<file path="config.mk">
export PLATFORM = sky130hd
export DESIGN_NAME = max7219_spi_receiver
export DESIGN_NICKNAME = d
export VERILOG_FILES = /design/src/rtl/max7219_pkg.sv /design/src/rtl/spi_sync_edge.sv /design/src/rtl/max7219_spi_receiver.sv
export SDC_FILE = /design/constraint.sdc
export NUM_CORES = 1
export LEC_CHECK = 0
export BUFFER_PORTS_ARGS = -buffer_cell sky130_fd_sc_hd__buf_2
export CAP_MARGIN = 5
export CORE_MARGIN = 8
export CORE_UTILIZATION = 35
export DETAILED_ROUTE_END_ITERATION = 6
export HOLD_SLACK_MARGIN = 0.1
export PLACE_DENSITY = 0.49
export RECOVER_POWER = 25
export SLEW_MARGIN = 20
export SYNTH_ARGS = -nofsm -noshare
export SYNTH_HDL_FRONTEND = slang
export SYNTH_SLANG_ARGS = --single-unit
</file>
<file path="constraint.sdc">
create_clock -name clk -period 3.18 [get_ports clk]
set_input_delay 0 -clock clk [delete_from_list [all_inputs] [get_ports clk]]
set_output_delay 0 -clock clk [all_outputs]
set_load 0.05 [all_outputs]
</file>
<file path="src/rtl/max7219_pkg.sv">
`default_nettype none
// ============================================================================
//  Module      : max7219_pkg
//  Description : Shared definitions for the MAX7219 SPI responder. It holds
//                the register address map, the frame geometry, the receive
//                FSM state encoding and, when MAX7219_CODEB_EN is defined,
//                the Code-B font lookup.
//  Macros      : MAX7219_CODEB_EN - compile the Code-B font function
//  Revision    : 1.0 - initial release
// ============================================================================
package max7219_pkg;

  // Register address map (frame bits [11:8])
  localparam logic [3:0] ADDR_NOOP      = 4'h0;
  localparam logic [3:0] ADDR_DIGIT0    = 4'h1;
  localparam logic [3:0] ADDR_DIGIT1    = 4'h2;
  localparam logic [3:0] ADDR_DIGIT2    = 4'h3;
  localparam logic [3:0] ADDR_DIGIT3    = 4'h4;
  localparam logic [3:0] ADDR_DIGIT4    = 4'h5;
  localparam logic [3:0] ADDR_DIGIT5    = 4'h6;
  localparam logic [3:0] ADDR_DIGIT6    = 4'h7;
  localparam logic [3:0] ADDR_DIGIT7    = 4'h8;
  localparam logic [3:0] ADDR_DECODE    = 4'h9;
  localparam logic [3:0] ADDR_INTENSITY = 4'hA;
  localparam logic [3:0] ADDR_SCANLIMIT = 4'hB;
  localparam logic [3:0] ADDR_SHUTDOWN  = 4'hC;
  localparam logic [3:0] ADDR_TEST      = 4'hF;

  // A well-formed frame carries exactly this many bits; the counter stops
  // one above so that any overlong frame stays distinguishable.
  localparam logic [4:0] FRAME_BITS = 5'd16;
  localparam logic [4:0] COUNT_SAT  = 5'd17;

  // Receive FSM encoding
  localparam logic [1:0] S_IDLE   = 2'd0;
  localparam logic [1:0] S_SHIFT  = 2'd1;
  localparam logic [1:0] S_COMMIT = 2'd2;

  typedef enum logic [1:0] {
    FSM_IDLE   = S_IDLE,
    FSM_SHIFT  = S_SHIFT,
    FSM_COMMIT = S_COMMIT
  } fsm_state_e;

`ifdef MAX7219_CODEB_EN
  // Code-B font: returns segments A..G in bits [6:0] (A is bit 6).
  function automatic logic [6:0] codeb_font(input logic [3:0] code);
    logic [6:0] seg;
    case (code)
      4'h0: seg = 7'h7E;
      4'h1: seg = 7'h30;
      4'h2: seg = 7'h6D;
      4'h3: seg = 7'h79;
      4'h4: seg = 7'h33;
      4'h5: seg = 7'h5B;
      4'h6: seg = 7'h5F;
      4'h7: seg = 7'h70;
      4'h8: seg = 7'h7F;
      4'h9: seg = 7'h7B;
      4'hA: seg = 7'h01; // '-'
      4'hB: seg = 7'h4F; // 'E'
      4'hC: seg = 7'h37; // 'H'
      4'hD: seg = 7'h0E; // 'L'
      4'hE: seg = 7'h67; // 'P'
      default: seg = 7'h00; // blank
    endcase
    return seg;
  endfunction
`endif

endpackage
`default_nettype wire

</file>
<file path="src/rtl/spi_sync_edge.sv">
`default_nettype none
// ============================================================================
//  Module      : spi_sync_edge
//  Description : Multi-flop synchroniser for one asynchronous SPI wire plus
//                an edge-detect flop producing single-cycle rise/fall strobes.
//                All flops reset to RESET_LEVEL so no edge is reported while
//                the chain holds its idle value.
//  Ports       : clk   - system clock
//                res   - synchronous active-high reset
//                d_in  - asynchronous input pin
//                level - synchronised level
//                rise  - one-cycle strobe on synchronised 0->1
//                fall  - one-cycle strobe on synchronised 1->0
//  Revision    : 1.0 - initial release
// ============================================================================
module spi_sync_edge
  import max7219_pkg::*;
#(
  parameter int   SYNC_STAGES = 2,
  parameter logic RESET_LEVEL = 1'b0
) (
  input  logic clk,
  input  logic res,
  input  logic d_in,
  output logic level,
  output logic rise,
  output logic fall
);

  logic [SYNC_STAGES-1:0] sync_q, sync_d;
  logic                   prev_q, prev_d;

  always_comb begin
    sync_d = {sync_q[SYNC_STAGES-2:0], d_in};
    prev_d = sync_q[SYNC_STAGES-1];
  end

  always_ff @(posedge clk) begin
    if (res) begin
      sync_q <= {SYNC_STAGES{RESET_LEVEL}};
      prev_q <= RESET_LEVEL;
    end else begin
      sync_q <= sync_d;
      prev_q <= prev_d;
    end
  end

  assign level = sync_q[SYNC_STAGES-1];
  assign rise  = level & ~prev_q;
  assign fall  = ~level & prev_q;

endmodule
`default_nettype wire

</file>
<file path="src/rtl/max7219_spi_receiver.sv">
`default_nettype none
// ============================================================================
//  Module      : max7219_spi_receiver
//  Description : MAX7219 responder. Oversamples MOSI/CS/clk_SPI, assembles
//                16-bit frames and applies them to a shadow register file.
//                Offers a registered digit read port and decoded control
//                state, plus per-frame valid/error pulses.
//  Ports       : clk, res            - system clock, sync active-high reset
//                MOSI, CS, clk_SPI   - asynchronous SPI pins
//                rd_idx / rd_data    - digit read port (registered)
//                intensity, scan_limit, shutdown_n - control registers
//                frame_valid / frame_err - commit / malformed-frame pulses
//                frame_addr / frame_data - last committed frame
//  Macros      : MAX7219_CODEB_EN - Code-B decoding on the read port
//  Revision    : 1.0 - initial release
// ============================================================================
module max7219_spi_receiver
  import max7219_pkg::*;
#(
  parameter int SYNC_STAGES = 2
) (
  input  logic       clk,
  input  logic       res,
  input  logic       MOSI,
  input  logic       CS,
  input  logic       clk_SPI,
  input  logic [2:0] rd_idx,
  output logic [7:0] rd_data,
  output logic [3:0] intensity,
  output logic [2:0] scan_limit,
  output logic       shutdown_n,
  output logic       frame_valid,
  output logic       frame_err,
  output logic [3:0] frame_addr,
  output logic [7:0] frame_data
);

  // Synchronised pin views
  logic w_mosi_lvl, w_mosi_rise, w_mosi_fall;
  logic w_cs_lvl, w_cs_rise, w_cs_fall;
  logic w_sclk_lvl, w_sclk_rise, w_sclk_fall;

  spi_sync_edge #(.SYNC_STAGES(SYNC_STAGES), .RESET_LEVEL(1'b0)) u_sync_mosi (
    .clk(clk), .res(res), .d_in(MOSI),
    .level(w_mosi_lvl), .rise(w_mosi_rise), .fall(w_mosi_fall)
  );

  spi_sync_edge #(.SYNC_STAGES(SYNC_STAGES), .RESET_LEVEL(1'b1)) u_sync_cs (
    .clk(clk), .res(res), .d_in(CS),
    .level(w_cs_lvl), .rise(w_cs_rise), .fall(w_cs_fall)
  );

  spi_sync_edge #(.SYNC_STAGES(SYNC_STAGES), .RESET_LEVEL(1'b0)) u_sync_sclk (
    .clk(clk), .res(res), .d_in(clk_SPI),
    .level(w_sclk_lvl), .rise(w_sclk_rise), .fall(w_sclk_fall)
  );

  // After reset the chains still hold their idle values while the pins may
  // not (e.g. CS held low across a reset). Edges are ignored until the chain
  // and edge flop have been refilled from the pins, so a frame interrupted by
  // reset cannot restart until a genuine CS fall.
  localparam logic [2:0] FLUSH_DONE = 3'(SYNC_STAGES + 1);

  logic [2:0] flush_q, flush_d;
  logic       w_edges_en;

  assign w_edges_en = (flush_q == FLUSH_DONE);

  always_comb begin
    flush_d = flush_q;
    if (!w_edges_en) flush_d = flush_q + 3'd1;
  end

  logic w_cs_rise_en, w_cs_fall_en, w_sclk_rise_en;
  assign w_cs_rise_en   = w_cs_rise   & w_edges_en;
  assign w_cs_fall_en   = w_cs_fall   & w_edges_en;
  assign w_sclk_rise_en = w_sclk_rise & w_edges_en;

  // Only the low 12 frame bits carry information; older bits fall off.
  fsm_state_e state_q, state_d;
  logic [11:0] shift_q, shift_d;
  logic [4:0]  count_q, count_d;

  // Shadow register file
  logic [7:0] digit_q [8];
  logic [7:0] digit_d [8];
  logic [7:0] decode_q, decode_d;
  logic [3:0] intensity_q, intensity_d;
  logic [2:0] scan_limit_q, scan_limit_d;
  logic       shutdown_q, shutdown_d;
  logic       test_q, test_d;

  logic       frame_valid_q, frame_valid_d;
  logic       frame_err_q, frame_err_d;
  logic [3:0] frame_addr_q, frame_addr_d;
  logic [7:0] frame_data_q, frame_data_d;
  logic [7:0] rd_data_q, rd_data_d;

  logic [3:0] w_addr;
  logic [7:0] w_data;
  logic [2:0] w_digit_idx;

  assign w_addr      = shift_q[11:8];
  assign w_data      = shift_q[7:0];
  // Addresses 1..8 map to digit slots 0..7; 3-bit wrap turns 8 into 7.
  assign w_digit_idx = w_addr[2:0] - 3'd1;

  always_comb begin
    state_d       = state_q;
    shift_d       = shift_q;
    count_d       = count_q;
    digit_d       = digit_q;
    decode_d      = decode_q;
    intensity_d   = intensity_q;
    scan_limit_d  = scan_limit_q;
    shutdown_d    = shutdown_q;
    test_d        = test_q;
    frame_valid_d = 1'b0;
    frame_err_d   = 1'b0;
    frame_addr_d  = frame_addr_q;
    frame_data_d  = frame_data_q;

    case (state_q)
      FSM_IDLE: begin
        // A coincident clk_SPI rise is dropped: the frame starts empty.
        if (w_cs_fall_en) begin
          shift_d = '0;
          count_d = '0;
          state_d = FSM_SHIFT;
        end
      end

      FSM_SHIFT: begin
        // CS rise takes precedence over a coincident clk_SPI rise.
        if (w_cs_rise_en) begin
          state_d = FSM_COMMIT;
        end else if (w_sclk_rise_en) begin
          shift_d = {shift_q[10:0], w_mosi_lvl};
          if (count_q != COUNT_SAT) count_d = count_q + 5'd1;
        end
      end

      FSM_COMMIT: begin
        state_d = FSM_IDLE;
        if (count_q == FRAME_BITS) begin
          frame_valid_d = 1'b1;
          frame_addr_d  = w_addr;
          frame_data_d  = w_data;
          case (w_addr)
            ADDR_DIGIT0, ADDR_DIGIT1, ADDR_DIGIT2, ADDR_DIGIT3,
            ADDR_DIGIT4, ADDR_DIGIT5, ADDR_DIGIT6, ADDR_DIGIT7:
                            digit_d[w_digit_idx] = w_data;
            ADDR_DECODE:    decode_d     = w_data;
            ADDR_INTENSITY: intensity_d  = w_data[3:0];
            ADDR_SCANLIMIT: scan_limit_d = w_data[2:0];
            ADDR_SHUTDOWN:  shutdown_d   = w_data[0];
            ADDR_TEST:      test_d       = w_data[0];
            default: ;      // no-op, 0xD and 0xE: accepted, nothing stored
          endcase
        end else begin
          frame_err_d = 1'b1;
        end
      end

      default: state_d = FSM_IDLE;
    endcase
  end

  // Read port, computed from the current register state.
  logic [7:0] w_digit_raw;
  logic [7:0] w_digit_view;

  assign w_digit_raw = digit_q[rd_idx];

  always_comb begin
    w_digit_view = w_digit_raw;
`ifdef MAX7219_CODEB_EN
    if (decode_q[rd_idx]) w_digit_view = {w_digit_raw[7], codeb_font(w_digit_raw[3:0])};
`endif
  end

  always_comb begin
    rd_data_d = w_digit_view;
    if (test_q)                    rd_data_d = 8'hFF;
    else if (!shutdown_q)          rd_data_d = 8'h00;
    else if (rd_idx > scan_limit_q) rd_data_d = 8'h00;
  end

  always_ff @(posedge clk) begin
    if (res) begin
      flush_q       <= '0;
      state_q       <= FSM_IDLE;
      shift_q       <= '0;
      count_q       <= '0;
      for (int i = 0; i < 8; i++) digit_q[i] <= '0;
      decode_q      <= '0;
      intensity_q   <= '0;
      scan_limit_q  <= '0;
      shutdown_q    <= 1'b0;
      test_q        <= 1'b0;
      frame_valid_q <= 1'b0;
      frame_err_q   <= 1'b0;
      frame_addr_q  <= '0;
      frame_data_q  <= '0;
      rd_data_q     <= '0;
    end else begin
      flush_q       <= flush_d;
      state_q       <= state_d;
      shift_q       <= shift_d;
      count_q       <= count_d;
      digit_q       <= digit_d;
      decode_q      <= decode_d;
      intensity_q   <= intensity_d;
      scan_limit_q  <= scan_limit_d;
      shutdown_q    <= shutdown_d;
      test_q        <= test_d;
      frame_valid_q <= frame_valid_d;
      frame_err_q   <= frame_err_d;
      frame_addr_q  <= frame_addr_d;
      frame_data_q  <= frame_data_d;
      rd_data_q     <= rd_data_d;
    end
  end

  assign rd_data     = rd_data_q;
  assign intensity   = intensity_q;
  assign scan_limit  = scan_limit_q;
  assign shutdown_n  = shutdown_q;
  assign frame_valid = frame_valid_q;
  assign frame_err   = frame_err_q;
  assign frame_addr  = frame_addr_q;
  assign frame_data  = frame_data_q;

  // Strobes and levels the receiver has no use for; decode mode only feeds
  // the read port when Code-B is compiled in.
  logic w_unused_sigs;
  assign w_unused_sigs = ^{w_mosi_rise, w_mosi_fall, w_cs_lvl, w_sclk_lvl,
                           w_sclk_fall, decode_q};

endmodule
`default_nettype wire
</file>
==> impl_metrics.env <==
export IMPL_maxSlewHeadroom_pct=7.02
export IMPL_cts_tree="yes"
export IMPL_dpl_worst_slack_ps=447
export IMPL_setup_worst_path_start_class="register"
export IMPL_clk_pin_slew_worst_paths_ps=60
export IMPL_period_minus_slack_ps=2720
export IMPL_outcome="complete, no violations"
export IMPL_drive_gt1_share_pct=12.7
export IMPL_synth_area_leader_cell="dfxtp_1"
export IMPL_ys_seq_area_share_pct=46.9
export IMPL_fin_skew_ps=7.06
export IMPL_cts_setup_buffers=0
export IMPL_cp_end_kind="register"
export IMPL_syn_cell_area_sq_mm=0.00533
export IMPL_die_h_um=139
export IMPL_start_util_pct=35.5
export IMPL_viasPerCell=5.12
export IMPL_hold_viol_final=0
export IMPL_totalNegativeSetupSlack_ps=0
export IMPL_syn_num_nets=541
export IMPL_synth_edf_count=0
export IMPL_crit_type="register to register"
export IMPL_synthToLayoutAreaGrowth_pct=16.9
export IMPL_async_flop_share_pct=0
export IMPL_ys_flop_type="dfxtp_1"
export IMPL_syn_avg_cell_area_sq_um=10.2
export IMPL_final_util_pct=41.5
export IMPL_antenna_found_initial=0
export IMPL_place_gp_congestion=0.756
export IMPL_worst_slew_pin_slew_ps=1390
export IMPL_grt_pass1_vias=3908
export IMPL_rsz0062_at_grt="false"
export IMPL_clkSinkCount=125
export IMPL_fill_cells=1457
export IMPL_synth_top_area_share_pct=46.9
export IMPL_fmax_ghz=0.367
export IMPL_cts_buffers=17
export IMPL_drv_slew=0
export IMPL_num_antenna_cells=0
export IMPL_post_cts_resized=0
export IMPL_grt_usage_pct=13.8
export IMPL_vias=3862
export IMPL_synth_cell_types=55
export IMPL_die_w_um=139
export IMPL_multiInputGateArea_sq_mm=0.00261
export IMPL_post_drt_wl_per_cell_um=17.0
export IMPL_crit_arrival_ps=3010
export IMPL_ys_ff_latch=125
export IMPL_grt_overflow=0
export IMPL_drv_cap=0
export IMPL_worstSkewPairLatency_ps=420
export IMPL_drtIter0Drc=253
export IMPL_root_buffer="clkbuf_16"
export IMPL_hpwl_mm=8.47
export IMPL_grt_max_degree=65
export IMPL_ys_top_cells_by_area="dfxtp_1 (47%), mux2i_1 (14%), nand2_1 (8.2%)"
export IMPL_fin_nets=573
export IMPL_yosys_warnings=0
export IMPL_setup_ws_ps=458
export IMPL_hold_path_class="primary input to register"
export IMPL_wirelength_mm=12.8
export IMPL_finalSetupViolations=0
export IMPL_portBuffers=37
export IMPL_worstPathMaxFanout=12
export IMPL_crit_required_ps=3470
export IMPL_seq_area_sq_mm=0.00250
export IMPL_coreArea_sq_mm=0.0150
export IMPL_drt_first_pass_iters=4
export IMPL_num_io_pins=38
export IMPL_power_density_mw_per_mm2=593
export IMPL_cts_buffer_depth=2
export IMPL_drtAntennaViolNets=0
export IMPL_finalCritPeriodShare_pct=85.6
export IMPL_drc_errors=0
export IMPL_rows=45
export IMPL_peakVddDrop_mv=0.351
export IMPL_synthCells=521
export IMPL_p_leak_nw=2.63
export IMPL_htree_levels=4
export IMPL_die_area_sq_mm=0.0194
export IMPL_grt_pass1_wl_mm=20.9
export IMPL_hold_buffers=7
logic make-up (layout without fill, tap and decap cells):
group / Yosys count / after routing / synth area share (%)
AO/OA/AOI/OAI: 62 / 62 / 7.39
XOR/XNOR: 1 / 1 / 0.164
adder cells (fa/ha/maj): 12 / 12 / 2.82
flip-flops: 125 / 125 / 46.9
AND/OR/NAND/NOR: 183 / 183 / 17.6
multiplexers: 92 / 92 / 21.0
buffers and inverters: 46 / 91 / 4.11
power breakdown:
part / switching [mW] / internal (mW) / total (mW)
Clock: 0.706 / 1.27 / 1.97
Combinational: 0.0778 / 0.0530 / 0.131
Sequential: 0.0116 / 1.58 / 1.59
Total: 0.796 / 2.90 / 3.70
through the flow:
step | power, mW | hold slack (ps) | area, sq um | std cells
after floorplan | 1.72 | 104 | 5330 | 521
after global placement | 1.75 | 184 | 5600 | 715
after detailed placement | 1.75 | 188 | 5600 | 715
after CTS | 3.73 | 224 | 6280 | 754
after global routing | 3.82 | 292 | 6230 | 754
final | 3.70 | 220 | 6230 | 754
routing by layer:
layer / track usage (%) / routed length, um
met5: 0 / 0
met1: 16.9 / 6100
met4: 6.70 / 263
met2: 21.8 / 6000
met3: 3.83 / 460
flip-flops by register name, indices dropped and copies added (netlist names), 2 cells and up:
| register | flops |
|---|---|
| count_q | 5 |
| digit_q | 64 |
| flush_q | 3 |
| frame_addr | 4 |
| frame_data | 8 |
| intensity | 4 |
| rd_data | 8 |
| scan_limit | 3 |
| shift_q | 12 |
| state_q | 2 |
| u_sync_cs.sync_q | 2 |
| u_sync_mosi.sync_q | 2 |
| u_sync_sclk.sync_q | 2 |
layout by cell type (no fill, tap or decap), types with 4 or more instances in the layout:
cell type / count
buf_4: 4
a22o_1: 4
nand2_1: 117
dlygate4sd3_1: 7
a21oi_1: 13
dfxtp_1: 125
clkinv_2: 4
buf_2: 6
nor2_1: 10
nand4_1: 5
nor2b_1: 8
mux2i_1: 76
inv_1: 10
ha_1: 12
a221oi_1: 4
mux4_2: 16
o21ai_0: 24
clkbuf_16: 17
nand3_1: 10
clkbuf_1: 33
cell usage after synthesis, types with 2 or more instances:
cell,number
nor2b_1,8
nand2_1,117
nor3_1,2
inv_1,11
nand4_4,3
a21oi_1,13
buf_1,4
nor2_1,10
clkbuf_1,19
buf_6,3
nand4b_2,2
buf_2,7
mux2i_1,76
o32ai_1,2
or2_2,3
o21ai_1,2
mux4_2,16
and2b_1,3
o21ai_0,24
nand4_1,5
nand2b_1,2
o22ai_1,2
ha_1,12
a221oi_1,4
a211o_1,2
a21o_1,2
a22o_1,4
and4_1,2
dfxtp_1,125
nand3_1,10
o22ai_2,2
path summary, 6_finish.rpt:
check / start / to / slack, ps / depth (start not counted)
setup / recovery: shift_q[8] / digit_q[15] / 460 / 6
hold / removal: rd_idx[2] / rd_data[5] / 220 / 3
setup reg to reg: shift_q[8] / digit_q[15] / 460 / 6
hold reg to reg: u_sync_cs.sync_q[0] / u_sync_cs.sync_q[1] / 420 / 1
worst max-delay path, stage by stage (launching register included):
cell      delay (ps)
dfxtp_1          640
inv_1            270
ha_1             310
or3b_1           380
o22ai_2          340
nand4b_2         410
mux2i_1          230
layout make-up:
class | count | share of cell area (%)
multi-input combinational | 350 | 41.8
sequential | 125 | 40.2
clock buffer | 21 | 7.39
timing repair buffer | 48 | 3.96
tap | 188 | 3.77
clock inverter | 11 | 2.27
inverter | 11 | 0.663
(Power assumes the default switching activity.)
